`src/rtl/seg_disp_pkg.sv`:
```
// Shared definitions for the seven-segment display path.
//   ACTIVE_LOW_DEF : default board polarity (1 = pins are active-low)
//   SEG_W_DEF      : default segment count per digit (a..g, bit0 = a)
//   scan_state_t   : scanner FSM states
//   pol()          : maps a logical "lit" bit to the pin level for a given polarity
package seg_disp_pkg;

  localparam bit          ACTIVE_LOW_DEF = 1'b1;
  localparam int unsigned SEG_W_DEF      = 7;

  typedef enum logic [1:0] {
    StIdle,
    StBlank,
    StShow
  } scan_state_t;

  // Logical 1 = lit; the returned value is the level to drive on the pin.
  function automatic logic pol(input logic x, input bit active_low);
    return active_low ? ~x : x;
  endfunction

endpackage

```
`src/rtl/scan_prescaler.sv`:
```
// Slot timer for multiplexed display scanners.
// Counts 0..REFRESH_DIV-1 while enabled and flags the leading blank window of each slot.
//   clk, rst_n   : clock, asynchronous active-low reset
//   en_i         : advance the counter this cycle
//   clear_i      : force the counter to 0 next cycle (wins over en_i)
//   cnt_o        : current position within the slot
//   in_blank_o   : cnt_o < BLANK_CYCLES
//   slot_wrap_o  : last cycle of the slot while advancing; counter returns to 0 next cycle
module scan_prescaler #(
  parameter int unsigned REFRESH_DIV  = 100000,
  parameter int unsigned BLANK_CYCLES = 1000,
  localparam int unsigned CntW        = $clog2(REFRESH_DIV)
) (
  input  logic            clk,
  input  logic            rst_n,
  input  logic            en_i,
  input  logic            clear_i,
  output logic [CntW-1:0] cnt_o,
  output logic            in_blank_o,
  output logic            slot_wrap_o
);

  logic [CntW-1:0] cnt_q, cnt_d;
  logic            at_end;

  assign at_end = (cnt_q == CntW'(REFRESH_DIV - 1));

  always_comb begin
    cnt_d = cnt_q;
    if (clear_i) begin
      cnt_d = '0;
    end else if (en_i) begin
      cnt_d = at_end ? '0 : cnt_q + CntW'(1);
    end
  end

  always_ff @(posedge clk or negedge rst_n) begin
    if (!rst_n) begin
      cnt_q <= '0;
    end else begin
      cnt_q <= cnt_d;
    end
  end

  assign cnt_o       = cnt_q;
  assign in_blank_o  = (32'(cnt_q) < BLANK_CYCLES);
  assign slot_wrap_o = en_i && !clear_i && at_end;

endmodule

```
`src/rtl/seven_seg_scan_driver.sv`:
```
// Time-multiplexed N-digit seven-segment scanner with per-frame snapshot and inter-digit blanking.
//   clk, rst_n  : clock, asynchronous active-low reset
//   en          : scan enable; 0 = display dark
//   seg_in      : digit d pattern at [d*SEG_W +: SEG_W], 1 = segment lit
//   dp_in       : per-digit decimal point, 1 = lit
//   blank_mask  : 1 = digit d forced dark
//   an_out      : one-hot digit enables (pin polarity)
//   seg_out     : segment drive (pin polarity)
//   dp_out      : decimal point drive (pin polarity)
//   digit_idx   : digit owning the current slot
//   frame_tick  : one-cycle pulse when a new snapshot is taken
module seven_seg_scan_driver
  import seg_disp_pkg::*;
#(
  parameter int unsigned NUM_DIGITS   = 4,
  parameter int unsigned SEG_W        = SEG_W_DEF,
  parameter int unsigned REFRESH_DIV  = 100000,
  parameter int unsigned BLANK_CYCLES = 1000,
  parameter bit          ACTIVE_LOW   = ACTIVE_LOW_DEF,
  localparam int unsigned IdxW        = $clog2(NUM_DIGITS)
) (
  input  logic                        clk,
  input  logic                        rst_n,
  input  logic                        en,
  input  logic [NUM_DIGITS*SEG_W-1:0] seg_in,
  input  logic [NUM_DIGITS-1:0]       dp_in,
  input  logic [NUM_DIGITS-1:0]       blank_mask,
  output logic [NUM_DIGITS-1:0]       an_out,
  output logic [SEG_W-1:0]            seg_out,
  output logic                        dp_out,
  output logic [IdxW-1:0]             digit_idx,
  output logic                        frame_tick
);

  localparam int unsigned CntW = $clog2(REFRESH_DIV);
  // Every slot starts in BLANK unless there is no blank window at all.
  localparam scan_state_t SlotEntry = (BLANK_CYCLES == 0) ? StShow : StBlank;

  scan_state_t                 state_q, state_d;
  logic [IdxW-1:0]             idx_q, idx_d;
  logic [CntW-1:0]             cnt;
  logic                        in_blank, slot_wrap;
  logic                        running, presc_en, presc_clear, last_digit, load_snap;

  logic [NUM_DIGITS*SEG_W-1:0] snap_seg_q;
  logic [NUM_DIGITS-1:0]       snap_dp_q, snap_blank_q;

  logic                        lit_show;
  logic [NUM_DIGITS-1:0]       onehot, an_lit, an_d, an_q;
  logic [SEG_W-1:0]            seg_lit, seg_d, seg_q;
  logic                        dp_d, dp_q, tick_q;

  assign running     = (state_q != StIdle);
  assign presc_en    = running && en;
  // Holding the counter cleared while idle means a restart always begins at slot position 0.
  assign presc_clear = !running || !en;
  assign last_digit  = (idx_q == IdxW'(NUM_DIGITS - 1));

  scan_prescaler #(
    .REFRESH_DIV  (REFRESH_DIV),
    .BLANK_CYCLES (BLANK_CYCLES)
  ) u_prescaler (
    .clk         (clk),
    .rst_n       (rst_n),
    .en_i        (presc_en),
    .clear_i     (presc_clear),
    .cnt_o       (cnt),
    .in_blank_o  (in_blank),
    .slot_wrap_o (slot_wrap)
  );

  always_comb begin
    state_d   = state_q;
    idx_d     = idx_q;
    load_snap = 1'b0;
    unique case (state_q)
      StIdle: begin
        if (en) begin
          state_d   = SlotEntry;
          idx_d     = '0;
          load_snap = 1'b1;
        end
      end
      StBlank, StShow: begin
        if (!en) begin
          state_d = StIdle;
          idx_d   = '0;
        end else if (slot_wrap) begin
          state_d = SlotEntry;
          if (last_digit) begin
            idx_d     = '0;
            load_snap = 1'b1;
          end else begin
            idx_d = idx_q + IdxW'(1);
          end
        end else if ((state_q == StBlank) && (32'(cnt) + 32'd1 == BLANK_CYCLES)) begin
          state_d = StShow;
        end
      end
      default: state_d = StIdle;
    endcase
  end

  // Output mux works on the current state; the result is registered, giving one cycle of latency.
  always_comb begin
    lit_show = (state_q == StShow) && !in_blank;
    onehot   = {{(NUM_DIGITS - 1){1'b0}}, 1'b1} << idx_q;
    an_lit   = (lit_show && !snap_blank_q[idx_q]) ? onehot : '0;
    seg_lit  = lit_show ? snap_seg_q[32'(idx_q) * SEG_W +: SEG_W] : '0;
    an_d     = '0;
    seg_d    = '0;
    for (int i = 0; i < NUM_DIGITS; i++) an_d[i] = pol(an_lit[i], ACTIVE_LOW);
    for (int i = 0; i < SEG_W; i++) seg_d[i] = pol(seg_lit[i], ACTIVE_LOW);
    dp_d = pol(lit_show && snap_dp_q[idx_q], ACTIVE_LOW);
  end

  always_ff @(posedge clk or negedge rst_n) begin
    if (!rst_n) begin
      state_q      <= StIdle;
      idx_q        <= '0;
      snap_seg_q   <= '0;
      snap_dp_q    <= '0;
      snap_blank_q <= '0;
      an_q         <= {NUM_DIGITS{ACTIVE_LOW}};
      seg_q        <= {SEG_W{ACTIVE_LOW}};
      dp_q         <= ACTIVE_LOW;
      tick_q       <= 1'b0;
    end else begin
      state_q <= state_d;
      idx_q   <= idx_d;
      if (load_snap) begin
        snap_seg_q   <= seg_in;
        snap_dp_q    <= dp_in;
        snap_blank_q <= blank_mask;
      end
      an_q   <= an_d;
      seg_q  <= seg_d;
      dp_q   <= dp_d;
      tick_q <= load_snap;
    end
  end

  assign an_out     = an_q;
  assign seg_out    = seg_q;
  assign dp_out     = dp_q;
  assign digit_idx  = idx_q;
  assign frame_tick = tick_q;

endmodule

```
`config.mk`:
```
export PLATFORM = sky130hd
export DESIGN_NAME = seven_seg_scan_driver
export DESIGN_NICKNAME = d
export VERILOG_FILES = /design/src/rtl/seg_disp_pkg.sv /design/src/rtl/scan_prescaler.sv /design/src/rtl/seven_seg_scan_driver.sv
export SDC_FILE = /design/constraint.sdc
export NUM_CORES = 1
export LEC_CHECK = 0
export ABC_AREA = 1
export BUFFER_PORTS_ARGS = -buffer_cell sky130_fd_sc_hd__buf_2
export CAP_MARGIN = 5
export CORE_MARGIN = 4
export CORE_UTILIZATION = 55
export DETAILED_ROUTE_END_ITERATION = 10
export PLACE_DENSITY = 0.76
export RECOVER_POWER = 25
export SYNTH_ARGS = -nofsm -noshare
export SYNTH_HDL_FRONTEND = slang
export SYNTH_SLANG_ARGS = --single-unit
```
`constraint.sdc`:
```
create_clock -name clk -period 2.1 [get_ports clk]
set_input_delay 0.42 -clock clk [delete_from_list [all_inputs] [get_ports clk]]
set_output_delay 0.42 -clock clk [all_outputs]
set_load 0.01 [all_outputs]
```
Yosys cells after proc, flatten, opt, wreduce, memory -nomap -nowiden

Cells that the tools add are included.

Bits in registers: 70
Logic and storage cells: 82
Output and inout port bits: 15

Mux-type cells: 24
Add/sub/neg operators: 3
Shift-type cells: 2
Bitwise operators: 12
Multipliers: 1
Order comparisons: 2
Eq/ne operators: 8
Reduce and logical (&&, ||, !) cells: 20

Operator list:

| kind                                                  | number |
|---|---|
| two-way mux 17 bit                                    | 3 |
| indexed part select 28 x 6 -> 7 bit                   | 1 |
| adder 17 x 1 -> 18 bit, second input constant         | 1 |
| equality test 18 x 10 -> 1 bit, second input constant | 1 |
| adder 17 x 1 -> 17 bit, second input constant         | 1 |
| equality test 17 bit, second input constant           | 1 |
| < comparator 17 x 10 -> 1 bit, second input constant  | 1 |
| two-way mux 2 bit                                     | 8 |
| NOT 1 bit                                             | 12 |
| one-hot mux 2 bit (2 select lines)                    | 2 |
| logical AND 1 bit                                     | 7 |
| two-way mux 7 bit                                     | 1 |
| two-way mux 1 bit                                     | 6 |
| nonzero test 2 bit                                    | 3 |
| logical NOT 1 bit                                     | 5 |
| multiplier 2 x 3 -> 5 bit, second input constant      | 1 |
| binary-select mux 1 bit (select 2 bit)                | 2 |
| equality test 2 bit, second input constant            | 2 |
| two-way mux 4 bit                                     | 1 |
| != test 4 bit, second input constant                  | 1 |
| << shifter 1 x 2 -> 4 bit, first input constant       | 1 |
| < comparator 2 x 3 -> 1 bit, second input constant    | 1 |
| != test 3 bit, second input constant                  | 1 |
| AND reduction 3 bit                                   | 1 |
| other kinds (8)                                       | 8 |

Logic depth before layout (Yosys ltp)

Depth in word-level cells: 9
Depth in mapped cells: 15
Depth with buffers taken out: 15

Cells and area by module

Synthesis repeated with hierarchy kept, for this count alone.

Cell total of the unflattened synthesis: 513
Area total of the unflattened synthesis: 3779.9 sq um

Modules (own cells, without submodules):

| module                | times used | area each (sq um) | sequential area each (sq um) | cells an instance |
|---|---|---|---|---|
| seven_seg_scan_driver | 1          | 2615.0            | 1341.3                       | 342 |
| scan_prescaler        | 1          | 1164.9            | 425.4                        | 171 |

Worst setup path after synthesis

Ideal clock, no wire load.

Path kind: register to register
Start: register u_prescaler.cnt_q[0], in the netlist u_prescaler.cnt_o[0]
End: register state_q[0]
Period minus slack after synthesis: 1.643 ns
Required time: 1.983 ns
Arrival time: 1.526 ns
Path slack: 0.457 ns
Stages on the path, launching flop included: 15
Cells stage by stage: dfrtp_1 -> ha_1 -> nand3_1 -> nor2_1 -> nand3_1 -> nand2_1 -> nand2_1 -> nor2_1 -> nand2_1 -> nor2_1 -> nand2_1 -> nand2_2 -> nand2_2 -> nand2_1 -> nand2_1

Longest elaborated chain between the ends: 5

Ends and longest elaborated chain:

| item                                                                                       | line                                                     | text |
|---|---|---|
| from (decl)                                                                                | scan_prescaler.sv:23                                     | `logic [CntW-1:0] cnt_q, cnt_d;` |
| from (signal assigned)                                                                     | scan_prescaler.sv:41                                     | `cnt_q <= cnt_d;` |
| adder 17 x 1 -> 18 bit / equality test 17 bit (equally long branches)                      | seven_seg_scan_driver.sv:96, scan_prescaler.sv:26        |  |
| equality test 18 x 10 -> 1 bit / logical AND 1 bit (equally long branches)                 | seven_seg_scan_driver.sv:96, scan_prescaler.sv:47        |  |
| logical AND 1 bit / two-way mux 2 bit (equally long branches)                              | seven_seg_scan_driver.sv:96, seven_seg_scan_driver.sv:88 |  |
| != test 4 bit (no line) / two-way mux 2 bit (equally long branches)                        | -                                                        |  |
| AND reduction 2 bit (no line) / one-hot mux 2 bit (2 select lines) (equally long branches) | -                                                        |  |
| to (signal assigned)                                                                       | seven_seg_scan_driver.sv:119                             | `state_q <= StIdle;` |
| to (signal assigned)                                                                       | seven_seg_scan_driver.sv:129                             | `state_q <= state_d;` |
| to (decl)                                                                                  | seven_seg_scan_driver.sv:39                              | `scan_state_t state_q, state_d;` |

Several ways; a longest one is shown, not always the timed one.
A chain may end at the register's enable or synchronous reset.

Final worst setup path

Start: register u_prescaler.cnt_q[0], in the netlist u_prescaler.cnt_o[0]
End: register snap_blank_q[3]

Longest elaborated chain between the ends: 5

Ends and longest elaborated chain:

| item                               | line                         | text |
|---|---|---|
| equality test 17 bit               | scan_prescaler.sv:26         | `assign at_end = (cnt_q == CntW'(REFRESH_DIV - 1));` |
| logical AND 1 bit                  | scan_prescaler.sv:47         | `assign slot_wrap_o = en_i && !clear_i && at_end;` |
| two-way mux 1 bit                  | seven_seg_scan_driver.sv:88  | `end else if (slot_wrap) begin` |
| two-way mux 1 bit                  | seven_seg_scan_driver.sv:85  | `if (!en) begin` |
| one-hot mux 1 bit (2 select lines) | seven_seg_scan_driver.sv:76  | `unique case (state_q)` |
| to (signal assigned)               | seven_seg_scan_driver.sv:134 | `snap_blank_q <= blank_mask;` |
| to (decl)                          | seven_seg_scan_driver.sv:46  | `logic [NUM_DIGITS-1:0] snap_dp_q, snap_blank_q;` |

No other way between the ends.

==> impl_metrics.json <==
{
  "p_int_mw": 2.88,
  "die_h_um": 86.8,
  "swShare_pct": 35.5,
  "critPathKind": "flip-flop to flip-flop",
  "tightestPinTransition_ps": 1290,
  "area_delta_synth_final_pct": 16.7,
  "maxCapViolCount": 0,
  "syn_inst": 435,
  "stdcell_area_mm2": 0.00399,
  "fmax_ghz": 0.527,
  "routed_wirelength_um": 7850,
  "firstDrtPassIters": 5,
  "clock_path_buffers": 2,
  "num-nets-final": 545,
  "placedCellCount": 561,
  "crit_cells": 11,
  "gp_congestion": 0.907,
  "antenna_found_initial": 0,
  "holdWs_ps": 251,
  "dieWidth_um": 86.8,
  "core_region_area_mm2": 0.00599,
  "yosysSeqAreaShare_pct": 51.7,
  "viasPerCell": 5.12,
  "fill_cells": 518,
  "worstSetupStartpointType": "flip-flop",
  "clk_pin_slew_ps": 80,
  "seqPwrFrac_pct": 43.8,
  "status": "completed",
  "htreeDepth": 3,
  "drt_drc_violations_left": 0,
  "drv_slew": 0,
  "cellPowerDensity_mw_per_mm2": 1120,
  "synth_seq_cells": 70,
  "antenna_cells": 0,
  "rr_worst_depth": 11,
  "cpPeakStageDelay_ps": 390,
  "r2r_setup_slack_ps": 200,
  "cts-buffers-inserted": 9,
  "fin_crit_sh_pct": 90.3,
  "layout_commonest_cell": "nand2_1",
  "setup_viol": 0,
  "vias": 2953,
  "dpl.hpwl_um": 5500,
  "grt_pass1_wl_um": 13000,
  "hold_path_class": "input port to flip-flop",
  "cp_num_buf_inv": 2,
  "crit_chain": "ha_1 > nand3_2 > inv_2 > nand2_1 > nor2_2 > nand4_1 > nand2_1 > nand2_4 > buf_4 > nand2_1 > nand2_1",
  "grt.overflow.total": 0,
  "place_area_mm2": 0.00377,
  "worst_ep_arrival_time_ps": 2140,
  "synth.yosys.warnings": 0,
  "cts_num_sinks": 70,
  "final_cell_mix": "176 x nand2_1, 58 x dfrtp_1, 57 x nor2_1",
  "num_io_pins": 54,
  "fin_cells": 577,
  "dr.first_iter.drc_count": 161,
  "clock_skew_ps": 9.03,
  "clk_latency_ps": 350,
  "dieArea_mm2": 0.00754,
  "p_sw_mw": 1.58,
  "final.setup.tns_ps": 0,
  "antenna_left": 0,
  "cts_tree": "yes",
  "p_comb_share_pct": 29.5,
  "syn_nets": 483,
  "avgRoutedWirePerCell_um": 13.6,
  "rows": 28,
  "portBuffers": 53,
  "final_util_pct": 66.6,
  "p_total_mw": 4.46,
  "track_usage_pct": 22.6,
  "syn_area_mm2": 0.00342,
  "endpoint_kind": "flip-flop",
  "crit_family": "simple AND/OR/NAND/NOR gates",
  "synth.distinct_cells": 30,
  "hold_viol_final": 0,
  "postSynthAreaPerCell_um2": 7.86,
  "fin_ws_ps": 203,
  "cellLeakagePower_nw": 1.97,
  "irDropWorstVdd_mv": 0.751,
  "post-place-ws_ps": 235,
  "finalCriticalPeriod_ps": 1900,
  "drive_gt1_share_pct": 19.5,
  "grt_setup_unrepaired": "false",
  "path_common_cell": "nand2_1",
  "root_buffer": "clkbuf_8",
  "grt_max_degree": 48,
  "path_max_fanout": 20,
  "hold_buffers": 0,
  "grt_pass1_vias": 2803,
  "cp_data_required_time_ps": 2340,
  "p_clk_share_pct": 26.6,
  "initial_core_util_pct": 57.1,
  "max-slew-margin-rel_pct": 14.2,
  "cpMaxStageDelayCell": "dfrtp_1",
  "whs_path_depth": 3
}
==> cell type report <==
class,instances,area (µm²),share of cell area [%]
clock buffer,10,128,3.20
clock inverter,6,86.3,2.17
inverter,33,131,3.29
multi-input combinational,322,1460,36.7
sequential,70,1770,44.3
tap,75,93.8,2.35
timing repair buffer,61,318,7.97
==> state kept, by name (all words and copies together) (netlist names) <==
register	count
dp_out	1
digit_idx	2
snap_blank_q	4
seg_out	7
u_prescaler.cnt_o	17
snap_seg_q	28
state_q	2
snap_dp_q	4
an_out	4
frame_tick	1
==> layer usage <==
layer,vias up,global-route usage (%),share of wire [%],wire length (µm)
met1,1353,31.9,48,3740
met4,0,9.63,1.9,150
met2,90,33.3,45,3540
met3,13,5.13,5.2,411
li1,1497,-,-,-
met5,-,0,0,0
==> cells in the mapped netlist <==
| cell type | number | share of area (%) |
|---|---|---|
| o31ai_1 | 1 | 0.22 |
| nand2_2 | 3 | 0.55 |
| clkbuf_1 | 2 | 0.22 |
| nand2_4 | 1 | 0.33 |
| xor2_1 | 5 | 1.3 |
| o211ai_1 | 1 | 0.22 |
| nor3b_1 | 1 | 0.22 |
| nor2_2 | 3 | 0.55 |
| o21ai_1 | 2 | 0.29 |
| clkinv_1 | 2 | 0.22 |
| nand4_1 | 6 | 1.1 |
| clkinv_4 | 1 | 0.26 |
| ha_1 | 9 | 3.3 |
| nand3_1 | 14 | 2.0 |
| o21ai_0 | 22 | 3.2 |
| nor2_1 | 57 | 6.3 |
| a31oi_1 | 1 | 0.18 |
| dfstp_2 | 12 | 9.2 |
| nand2_1 | 176 | 19 |
| dfrtp_1 | 58 | 42 |
| inv_1 | 29 | 3.2 |
| buf_2 | 3 | 0.44 |
| nor3_1 | 3 | 0.44 |
| o22ai_1 | 9 | 1.6 |
| buf_6 | 3 | 0.99 |
| nor3_2 | 1 | 0.29 |
| inv_2 | 1 | 0.11 |
| nor2_4 | 1 | 0.33 |
| a21oi_1 | 6 | 0.88 |
| buf_1 | 2 | 0.22 |
==> power groups by stage <==
stage / clock network [mW] / logic [mW] / registers [mW]
6_report: 1.19 / 1.32 / 1.95
5_1_grt: 1.27 / 1.54 / 1.99
4_1_cts: 1.21 / 1.32 / 1.95
3_5_place_dp: 0 / 1.32 / 1.96
3_3_place_gp: 0 / 1.28 / 1.96
2_1_floorplan: 0 / 0.994 / 1.92
==> path summary, 6_finish.rpt <==
kind                                      startpoint                    end
worst min-delay path                       seg_in[2]          snap_seg_q[2]
max in group asynchronous                      rst_n  u_prescaler.cnt_o[11]
worst max register to register  u_prescaler.cnt_o[0]        snap_blank_q[3]
worst min register to register          snap_dp_q[2]           snap_dp_q[2]
worst max-delay path            u_prescaler.cnt_o[0]        snap_blank_q[3]
min in group asynchronous                      rst_n   u_prescaler.cnt_o[4]
==> worst reg2reg max path, stage by stage (launching register included) <==
cell	delay (ps)
dfrtp_1	390
ha_1	220
nand3_2	140
inv_2	120
nand2_1	100
nor2_2	150
nand4_1	110
nand2_1	120
nand2_4	80
buf_4	210
nand2_1	80
nand2_1	50
==> cells by family (layout without fill, tap and decap cells) <==
kind of cell	after synthesis	after routing	synth area share (%)
and+or+nand+nor	266	266	31.4
DFF	70	70	51.7
xor gates and xnor gates	5	5	1.28
buffers and inverters	43	110	5.64
adders and majority gates	9	9	3.29
AOI/OAI and AO/OA	42	42	6.66
==> repair_timing <==
action | CTS | global route
buffers inserted | 0 | 0
endpoints found under the setup margin | 0 | 4
resized for setup | 0 | 2
Power figures use the tool's default switching activity.
